### src/rtl/trap_pkg.sv
// Shared constants for the machine-mode trap controller: CSR addresses, cause codes,
// exceptionFlags bit positions and mtvec modes.
package trap_pkg;

   localparam logic [11:0] CsrMstatus  = 12'h300;
   localparam logic [11:0] CsrMie      = 12'h304;
   localparam logic [11:0] CsrMtvec    = 12'h305;
   localparam logic [11:0] CsrMscratch = 12'h340;
   localparam logic [11:0] CsrMepc     = 12'h341;
   localparam logic [11:0] CsrMcause   = 12'h342;
   localparam logic [11:0] CsrMtval    = 12'h343;
   localparam logic [11:0] CsrMip      = 12'h344;

   localparam logic [4:0] ExcInstrMisaligned = 5'd0;
   localparam logic [4:0] ExcInstrFault      = 5'd1;
   localparam logic [4:0] ExcIllegal         = 5'd2;
   localparam logic [4:0] ExcBreakpoint      = 5'd3;
   localparam logic [4:0] ExcLoadMisaligned  = 5'd4;
   localparam logic [4:0] ExcLoadFault       = 5'd5;
   localparam logic [4:0] ExcStoreMisaligned = 5'd6;
   localparam logic [4:0] ExcStoreFault      = 5'd7;
   localparam logic [4:0] ExcEcallM          = 5'd11;

   localparam logic [4:0] IntMsi      = 5'd3;
   localparam logic [4:0] IntMti      = 5'd7;
   localparam logic [4:0] IntMei      = 5'd11;
   localparam int         IntUserBase = 16;

   localparam int FlagFetchBkpt       = 0;
   localparam int FlagFetchFault      = 1;
   localparam int FlagIllegal         = 2;
   localparam int FlagFetchMisaligned = 3;
   localparam int FlagEcall           = 4;
   localparam int FlagEbreak          = 5;
   localparam int FlagDataBkpt        = 6;
   localparam int FlagStoreMisaligned = 7;
   localparam int FlagLoadMisaligned  = 8;
   localparam int FlagStoreFault      = 9;
   localparam int FlagLoadFault       = 10;

   localparam logic [1:0] MtvecDirect   = 2'b00;
   localparam logic [1:0] MtvecVectored = 2'b01;

   function automatic logic [4:0] excCause(input int idx);
      logic [4:0] c;
      case (idx)
         FlagFetchBkpt:       c = ExcBreakpoint;
         FlagFetchFault:      c = ExcInstrFault;
         FlagIllegal:         c = ExcIllegal;
         FlagFetchMisaligned: c = ExcInstrMisaligned;
         FlagEcall:           c = ExcEcallM;
         FlagEbreak:          c = ExcBreakpoint;
         FlagDataBkpt:        c = ExcBreakpoint;
         FlagStoreMisaligned: c = ExcStoreMisaligned;
         FlagLoadMisaligned:  c = ExcLoadMisaligned;
         FlagStoreFault:      c = ExcStoreFault;
         FlagLoadFault:       c = ExcLoadFault;
         default:             c = ExcInstrMisaligned;
      endcase
      return c;
   endfunction

endpackage

### src/rtl/trap_priority_encoder.sv
// Picks the single trap to take: exceptions (flag bit 0 highest) before interrupts,
// interrupts ordered MEI > MSI > MTI > user line 0 > user line 1 > ...
module trap_priority_encoder
   import trap_pkg::*;
(
   input  logic [10:0] flags,
   input  logic [2:0]  machinePending, // {MEI, MTI, MSI}, already gated by mie and MIE
   input  logic [15:0] userPending,
   output logic [4:0]  cause,
   output logic        isInterrupt,
   output logic        isUser,
   output logic [3:0]  userIndex
);

   always_comb begin
      cause       = '0;
      isInterrupt = 1'b0;
      isUser      = 1'b0;
      userIndex   = '0;
      if (|flags) begin
         // Walk from lowest to highest priority so the last hit wins.
         for (int i = 10; i >= 0; i--) begin
            if (flags[i]) cause = excCause(i);
         end
      end else if ((|machinePending) || (|userPending)) begin
         isInterrupt = 1'b1;
         for (int i = 15; i >= 0; i--) begin
            if (userPending[i]) begin
               cause     = 5'(IntUserBase + i);
               userIndex = 4'(i);
               isUser    = 1'b1;
            end
         end
         if (machinePending[1]) begin
            cause  = IntMti;
            isUser = 1'b0;
         end
         if (machinePending[0]) begin
            cause  = IntMsi;
            isUser = 1'b0;
         end
         if (machinePending[2]) begin
            cause  = IntMei;
            isUser = 1'b0;
         end
      end
   end

endmodule

### src/rtl/trap_controller.sv
// Machine-mode trap/interrupt controller: owns the M-mode trap CSRs, captures user
// interrupt lines and hands a prioritised trap request to the core.
module trap_controller
   import trap_pkg::*;
#(
   parameter int unsigned USER_IRQ_COUNT     = 16,
   parameter logic [15:0] USER_IRQ_EDGE_MASK = 16'h0000,
   parameter logic [31:0] MTVEC_DEFAULT      = 32'h0000_0000
) (
   input  logic                      clk,
   input  logic                      rst,
   input  logic                      csrWriteEnable,
   input  logic                      csrReadEnable,
   input  logic [11:0]               csrWriteAddress,
   input  logic [11:0]               csrReadAddress,
   input  logic [31:0]               csrWriteData,
   output logic [31:0]               csrReadData,
   output logic                      requestOutput,
   input  logic [31:0]               programCounter,
   input  logic [31:0]               currentInstruction,
   input  logic [31:0]               instruction_memoryAddress,
   input  logic [31:0]               data_memoryAddress,
   input  logic [10:0]               exceptionFlags,
   input  logic                      isMachineSoftwareInterrupt,
   input  logic                      isMachineTimerInterrupt,
   input  logic                      isMachineExternalInterrupt,
   input  logic [USER_IRQ_COUNT-1:0] userInterrupts,
   output logic                      trapRequest,
   input  logic                      trapAccept,
   input  logic                      trapReturn,
   output logic [31:0]               trapVector,
   output logic [31:0]               trapReturnVector
);

   localparam logic [15:0] LineMask    = 16'((32'd1 << USER_IRQ_COUNT) - 32'd1);
   localparam logic [15:0] EdgeMask    = USER_IRQ_EDGE_MASK & LineMask;
   localparam logic [31:0] MieWritable = {LineMask, 4'b0, 1'b1, 3'b0, 1'b1, 3'b0, 1'b1, 3'b0};

   logic        statusMie, statusMpie;
   logic [31:0] mieReg, mscratch, mepc, mcause, mtval;
   logic [29:0] mtvecBase;
   logic [1:0]  mtvecMode;
   logic [15:0] edgePending, userPrev, edgePendingNext, edgeSet, edgeClear;

   logic [15:0] userLines, mipUser, userPendingMasked;
   logic [31:0] mip, readData, trapValue;
   logic [2:0]  machinePendingMasked;
   logic        readHit, takeTrap;
   logic        wrStatus, wrMie, wrMtvec, wrMscratch, wrMepc, wrMcause, wrMtval, wrMip;
   logic [4:0]  selCause;
   logic        selIsInterrupt, selIsUser;
   logic [3:0]  selUserIndex;

   assign userLines = 16'(userInterrupts);
   assign mipUser   = (userLines & ~EdgeMask) | edgePending;
   assign mip       = {mipUser, 4'b0, isMachineExternalInterrupt, 3'b0,
                       isMachineTimerInterrupt, 3'b0, isMachineSoftwareInterrupt, 3'b0};

   assign machinePendingMasked = {mip[11] & mieReg[11], mip[7] & mieReg[7], mip[3] & mieReg[3]}
                                 & {3{statusMie}};
   assign userPendingMasked    = mipUser & mieReg[31:16] & {16{statusMie}};

   assign trapRequest = (|exceptionFlags) | (|machinePendingMasked) | (|userPendingMasked);
   assign takeTrap    = trapAccept & trapRequest;

   trap_priority_encoder u_encoder (
      .flags         (exceptionFlags),
      .machinePending(machinePendingMasked),
      .userPending   (userPendingMasked),
      .cause         (selCause),
      .isInterrupt   (selIsInterrupt),
      .isUser        (selIsUser),
      .userIndex     (selUserIndex)
   );

   always_comb begin
      trapValue = '0;
      if (!selIsInterrupt) begin
         case (selCause)
            ExcBreakpoint:      trapValue = programCounter;
            ExcInstrMisaligned: trapValue = instruction_memoryAddress;
            ExcIllegal:         trapValue = currentInstruction;
            ExcLoadMisaligned,
            ExcLoadFault,
            ExcStoreMisaligned,
            ExcStoreFault:      trapValue = data_memoryAddress;
            default:            trapValue = '0;
         endcase
      end
   end

   assign trapVector = {mtvecBase, 2'b00} +
                       (((mtvecMode == MtvecVectored) && selIsInterrupt) ?
                        {25'b0, selCause, 2'b00} : 32'b0);
   assign trapReturnVector = {mepc[31:1], 1'b0};

   assign wrStatus   = csrWriteEnable && (csrWriteAddress == CsrMstatus);
   assign wrMie      = csrWriteEnable && (csrWriteAddress == CsrMie);
   assign wrMtvec    = csrWriteEnable && (csrWriteAddress == CsrMtvec);
   assign wrMscratch = csrWriteEnable && (csrWriteAddress == CsrMscratch);
   assign wrMepc     = csrWriteEnable && (csrWriteAddress == CsrMepc);
   assign wrMcause   = csrWriteEnable && (csrWriteAddress == CsrMcause);
   assign wrMtval    = csrWriteEnable && (csrWriteAddress == CsrMtval);
   assign wrMip      = csrWriteEnable && (csrWriteAddress == CsrMip);

   // A new edge overrides any clear landing in the same cycle.
   assign edgeSet         = userLines & ~userPrev & EdgeMask;
   assign edgeClear       = (wrMip ? (~csrWriteData[31:16] & EdgeMask) : 16'h0) |
                            ((takeTrap && selIsUser) ? (16'h1 << selUserIndex) : 16'h0);
   assign edgePendingNext = (edgePending & ~edgeClear) | edgeSet;

   always_comb begin
      readData = '0;
      readHit  = 1'b1;
      case (csrReadAddress)
         CsrMstatus:  readData = {19'b0, 2'b11, 3'b0, statusMpie, 3'b0, statusMie, 3'b0};
         CsrMie:      readData = mieReg;
         CsrMtvec:    readData = {mtvecBase, mtvecMode};
         CsrMscratch: readData = mscratch;
         CsrMepc:     readData = {mepc[31:1], 1'b0};
         CsrMcause:   readData = mcause;
         CsrMtval:    readData = mtval;
         CsrMip:      readData = mip;
         default:     readHit  = 1'b0;
      endcase
   end

   assign requestOutput = csrReadEnable & readHit;
   assign csrReadData   = requestOutput ? readData : 32'b0;

   always_ff @(posedge clk or negedge rst) begin
      if (!rst) begin
         statusMie   <= 1'b0;
         statusMpie  <= 1'b0;
         mieReg      <= '0;
         mtvecBase   <= MTVEC_DEFAULT[31:2];
         mtvecMode   <= MTVEC_DEFAULT[1:0];
         mscratch    <= '0;
         mepc        <= '0;
         mcause      <= '0;
         mtval       <= '0;
         edgePending <= '0;
         userPrev    <= '0;
      end else begin
         userPrev    <= userLines;
         edgePending <= edgePendingNext;
         if (wrMie) mieReg <= csrWriteData & MieWritable;
         if (wrMtvec) begin
            mtvecBase <= csrWriteData[31:2];
            // Modes 2 and 3 are reserved: keep the current mode.
            if (!csrWriteData[1]) mtvecMode <= csrWriteData[1:0];
         end
         if (wrMscratch) mscratch <= csrWriteData;
         if (takeTrap) begin
            mepc       <= {programCounter[31:1], 1'b0};
            mcause     <= {selIsInterrupt, 26'b0, selCause};
            mtval      <= trapValue;
            statusMpie <= statusMie;
            statusMie  <= 1'b0;
         end else begin
            if (trapReturn) begin
               statusMie  <= statusMpie;
               statusMpie <= 1'b1;
            end else if (wrStatus) begin
               statusMie  <= csrWriteData[3];
               statusMpie <= csrWriteData[7];
            end
            if (wrMepc)   mepc   <= {csrWriteData[31:1], 1'b0};
            if (wrMcause) mcause <= csrWriteData;
            if (wrMtval)  mtval  <= csrWriteData;
         end
      end
   end

endmodule

### config.mk
export PLATFORM = sky130hd
export DESIGN_NAME = trap_controller
export DESIGN_NICKNAME = d
export VERILOG_FILES = /design/src/rtl/trap_pkg.sv /design/src/rtl/trap_priority_encoder.sv /design/src/rtl/trap_controller.sv
export SDC_FILE = /design/constraint.sdc
export NUM_CORES = 1
export LEC_CHECK = 0
export ABC_AREA = 1
export CAP_MARGIN = 20
export CORE_UTILIZATION = 51
export CTS_CLUSTER_DIAMETER = 80
export DETAILED_ROUTE_END_ITERATION = 8
export PLACE_DENSITY = 0.86
export SLEW_MARGIN = 20
export SYNTH_ARGS = -nofsm -noshare
export SYNTH_HDL_FRONTEND = slang
export SYNTH_HIERARCHICAL = 1
export SYNTH_SLANG_ARGS = --single-unit
### constraint.sdc
create_clock -name clk -period 7 [get_ports clk]
set_input_delay 1.05 -clock clk [delete_from_list [all_inputs] [get_ports clk]]
set_output_delay 1.05 -clock clk [all_outputs]
set_load 0.01 [all_outputs]
==> out/results.txt <==
The flow ran to the end, and the final reports show no timing, DRC or antenna violations. Portion of the post-synthesis area used by sequential elements: 0.3686. The worst-case headroom to the max-slew limit came out at 0.2719. sky130_fd_sc_hd__dfrtp_1 takes more of the synthesized area than any other cell.

In this run the tool buffered the top-level ports with 314 buffer cells. Clock latency on the worst-skew pair, taken at its later pin, is 0.45 ns. For the net count reported at finish, the log shows 2,465. From bottom edge to top edge, the die measures 163.1 um. The logs give 0 for the number of design rule violations left after detail routing and 6 for the yosys synthesis warning count.

The clock arrives with 0.01698 ns of skew. The congestion estimate from routability-driven global placement came to 0.9981. The finished layout holds 2,584 standard cells, fillers aside. Kind of cell adding the most delay to the critical path: simple AND/OR/NAND/NOR gates. The startpoint identified for the worst register-to-register timing path is statusMie$_DFFE_PN0P_.

The worst stage delay on the critical path came out at 0.55 ns. The max-capacitance violation count was 0. The overall die area came out at 26,610 um2. After detailed routing, the number of vias per cell comes to 5.803. From synthesis to final layout, the design area changed by 27.95%. Setup violations remaining at the end of the flow were counted as 0. The ratio of final minimum period to clock period was 0.9383; the maximum frequency from static timing analysis was 152.3 MHz. After detailed routing, the average wire length per cell comes to 19.43 um.

Leaving out fill and tap cells, the most frequent cells in the layout are sky130_fd_sc_hd__nand2_1, sky130_fd_sc_hd__nand3_1, sky130_fd_sc_hd__clkdlybuf4s50_1. Summing every instance area after synthesis gives 13,240 um2. Summed over all layers, the routed wires come to 50,210 um. The via count of the first global-routing pass is 13,557.

Uppermost metal layer occupied by signal nets: met4. The tools report the number of H-tree branching levels as 4. Hold repair after CTS inserted 0 buffers.

Fill cells in the final layout number 2,265. The clock-pin transition on the worst setup and hold timing paths came out at 0.07 ns. The classification of the worst setup path was input pin to output pin. The worst setup path is launched from an input pin. Among all stages on the critical path, the largest delay is contributed by sky130_fd_sc_hd__clkdlybuf4s50_1. The final hold violation count was 0; the HPWL after detailed placement was 38,260 um.

The total number of placement rows was 58; the critical path required time was 5.95 ns. For the final routed database, the setup TNS stands at 0 ns. After synthesis the netlist holds a flip-flop and latch count of 195. The run gives 0.4491 ns as the final hold slack.

No sink is reached through more buffers than the 2 on the longest clock path. For the worst setup path, the data arrival time is 5.52 ns. The starting density of the core was 0.5228.

The clock drives 195 sinks. The buffers plus inverters on the worst setup path works out to 5. Across the VDD grid, the largest voltage drop is 0.1557 mV.

For this design the ratio of total power to cell area is 152.2 nW/um2. The number of different library cells used by synthesis comes to 45. The post-route minimum period came out at 6.568 ns. The wire length on met2 came out at 22,310 um. The leading cell type in the layout, fill and taps excluded was sky130_fd_sc_hd__nand2_1. The detailed-routed wire length on met3 came out at 5042 um.

The final count of pins violating max slew was 0; the mean cell area of the mapped netlist was 6.604 um2. The pin count of the biggest net entering global routing came out at 190. The detailed router finished its first iteration with 1,954 violations. Measured along the x axis, the die boundary spans 163.1 um. The number of detailed-route iterations in the first pass was 6. Yosys attributes the largest share of cell area to sky130_fd_sc_hd__dfrtp_1, sky130_fd_sc_hd__nand2_1, sky130_fd_sc_hd__nand3_1.

The cell sitting at the root of the clock tree is a sky130_fd_sc_hd__clkbuf_16. Setup repair after global routing left no endpoint under its margin. The run gives 2 as the number of antenna violations at the first check in global routing.

The area share of the largest cell type after synthesis was 0.3686. The count of nets left with antenna violations once routing finished came out at 0. TritonCTS built the clock tree.

After detailed placement, the design holds a cell count of 2,549. Number of gates resized after cts: 0. First-pass GRT wire length: 75,510 um. The maximum fanout encountered on the critical timing path was 3. The final route contains 14,995 vias. The fraction of final layout cells with drive strength greater than 1 was 0.04174. At the pin with the least slew margin, the transition time is 1.091 ns.

The met1 layer wirelength in the final routing is 21,620 um, and the global-route total usage across every layer is 0.3725. The run gives 2,005 as the synthesized netlist cell count. The run gives 0 as the overflow left after global routing.

The tools report the count of pins on the block boundary as 318. STA classifies the critical path endpoint as an output pin. Among the stages of the critical path, the cell type that occurs most often is sky130_fd_sc_hd__nand3_1. The floorplan step defined a core boundary enclosing 25,330 um2. Tracing the worst setup path back leads to its startpoint at userInterrupts[15]. The min-delay analysis places its worst path in the category input pin to async pin. In this run the static leakage power is 0.008179 uW. The CTS buffer count was 17; the number of buffers inserted to repair setup after CTS was 0.
==> registers in the layout, indices dropped and copies added (netlist names) <==
name	count
mieReg	19
statusMpie	1
statusMie	1
mtvecBase	30
mtval	32
edgePending	16
mepc	31
mscratch	32
mtvecMode	1
mcause	32
==> per-layer routing <==
layer / GRT usage / vias up
li1: - / 6987
met1: 0.5365 / 6984
met2: 0.5706 / 942
met3: 0.06348 / 82
met4: 0.1121 / 0
met5: 0 / -
==> layout make-up <==
cell class,instances,area (um2),share of cell area
Timing Repair Buffer,339,3352,0.1979
Tap cell,330,412.9,0.02437
Antenna cell,2,5.005,0.0002954
Clock inverter,14,138.9,0.008198
Clock buffer,18,429.2,0.02533
Multi-Input combinational cell,1461,6879,0.4061
Sequential cell,195,4880,0.2880
Inverter,225,844.6,0.04985
==> cells in the mapped netlist (all sizes together) <==
| master | instances |
|---|---|
| nor4 | 11 |
| ha | 5 |
| a31oi | 12 |
| nand4 | 107 |
| o31ai | 2 |
| and2 | 1 |
| dfrtp | 195 |
| inv | 224 |
| a41oi | 9 |
| and3 | 1 |
| nand3b | 3 |
| a21oi | 41 |
| or2 | 2 |
| nor2 | 233 |
| o22ai | 1 |
| clkbuf | 57 |
| conb | 1 |
| nor3 | 20 |
| fa | 1 |
| buf | 69 |
| xor2 | 24 |
| o21ai | 95 |
| clkinv | 1 |
| mux2 | 1 |
| o211ai | 1 |
| nand2 | 555 |
| nand3 | 328 |
| a21boi | 1 |
| xnor2 | 4 |
==> final timing paths <==
path | cells past startpoint | slack, ns | endpoint
hold reg to reg | 2 | 0.48 | edgePending[0]$_DFF_PN0_
setup reg to reg | 20 | 2.57 | mtval[22]$_DFFE_PN0P_
max in group asynchronous | 2 | 5.30 | mcause[23]$_DFFE_PN0P_
hold / removal | 1 | 0.45 | mtvecBase[8]$_DFFE_PN0P_
setup / recovery | 26 | 0.43 | trapVector[26]
min in group clk | 2 | 0.48 | edgePending[0]$_DFF_PN0_
==> metrics by stage <==
step	area (um2)	worst slack, ns	utilization	power, uW
finish	16940	0.4319	0.6689	2579
floorplan	13250	1.369	-	1377
detailed placement	16350	0.4157	0.6457	1627
global placement	16350	0.5534	0.6457	1620
CTS	16920	0.3997	0.6681	2573
global route	16940	0.1157	0.6689	2654
==> cell families after synthesis <==
group / share of synthesized area
fa+ha+maj: 0.006237
other cells: 0.0002832
simple gates: 0.4243
mux: 0.0008504
buf+inv: 0.1155
xor+xnor: 0.01852
compound gates: 0.06577
flops: 0.3686
==> where the power goes <==
group / internal (uW) / switching, uW / total [uW] / leakage (uW)
clock network: 474 / 491 / 965 / 0.000278
logic: 196 / 210 / 406 / 0.00536
registers: 1170 / 40.2 / 1210 / 0.00254
(Power assumes the default switching activity.)
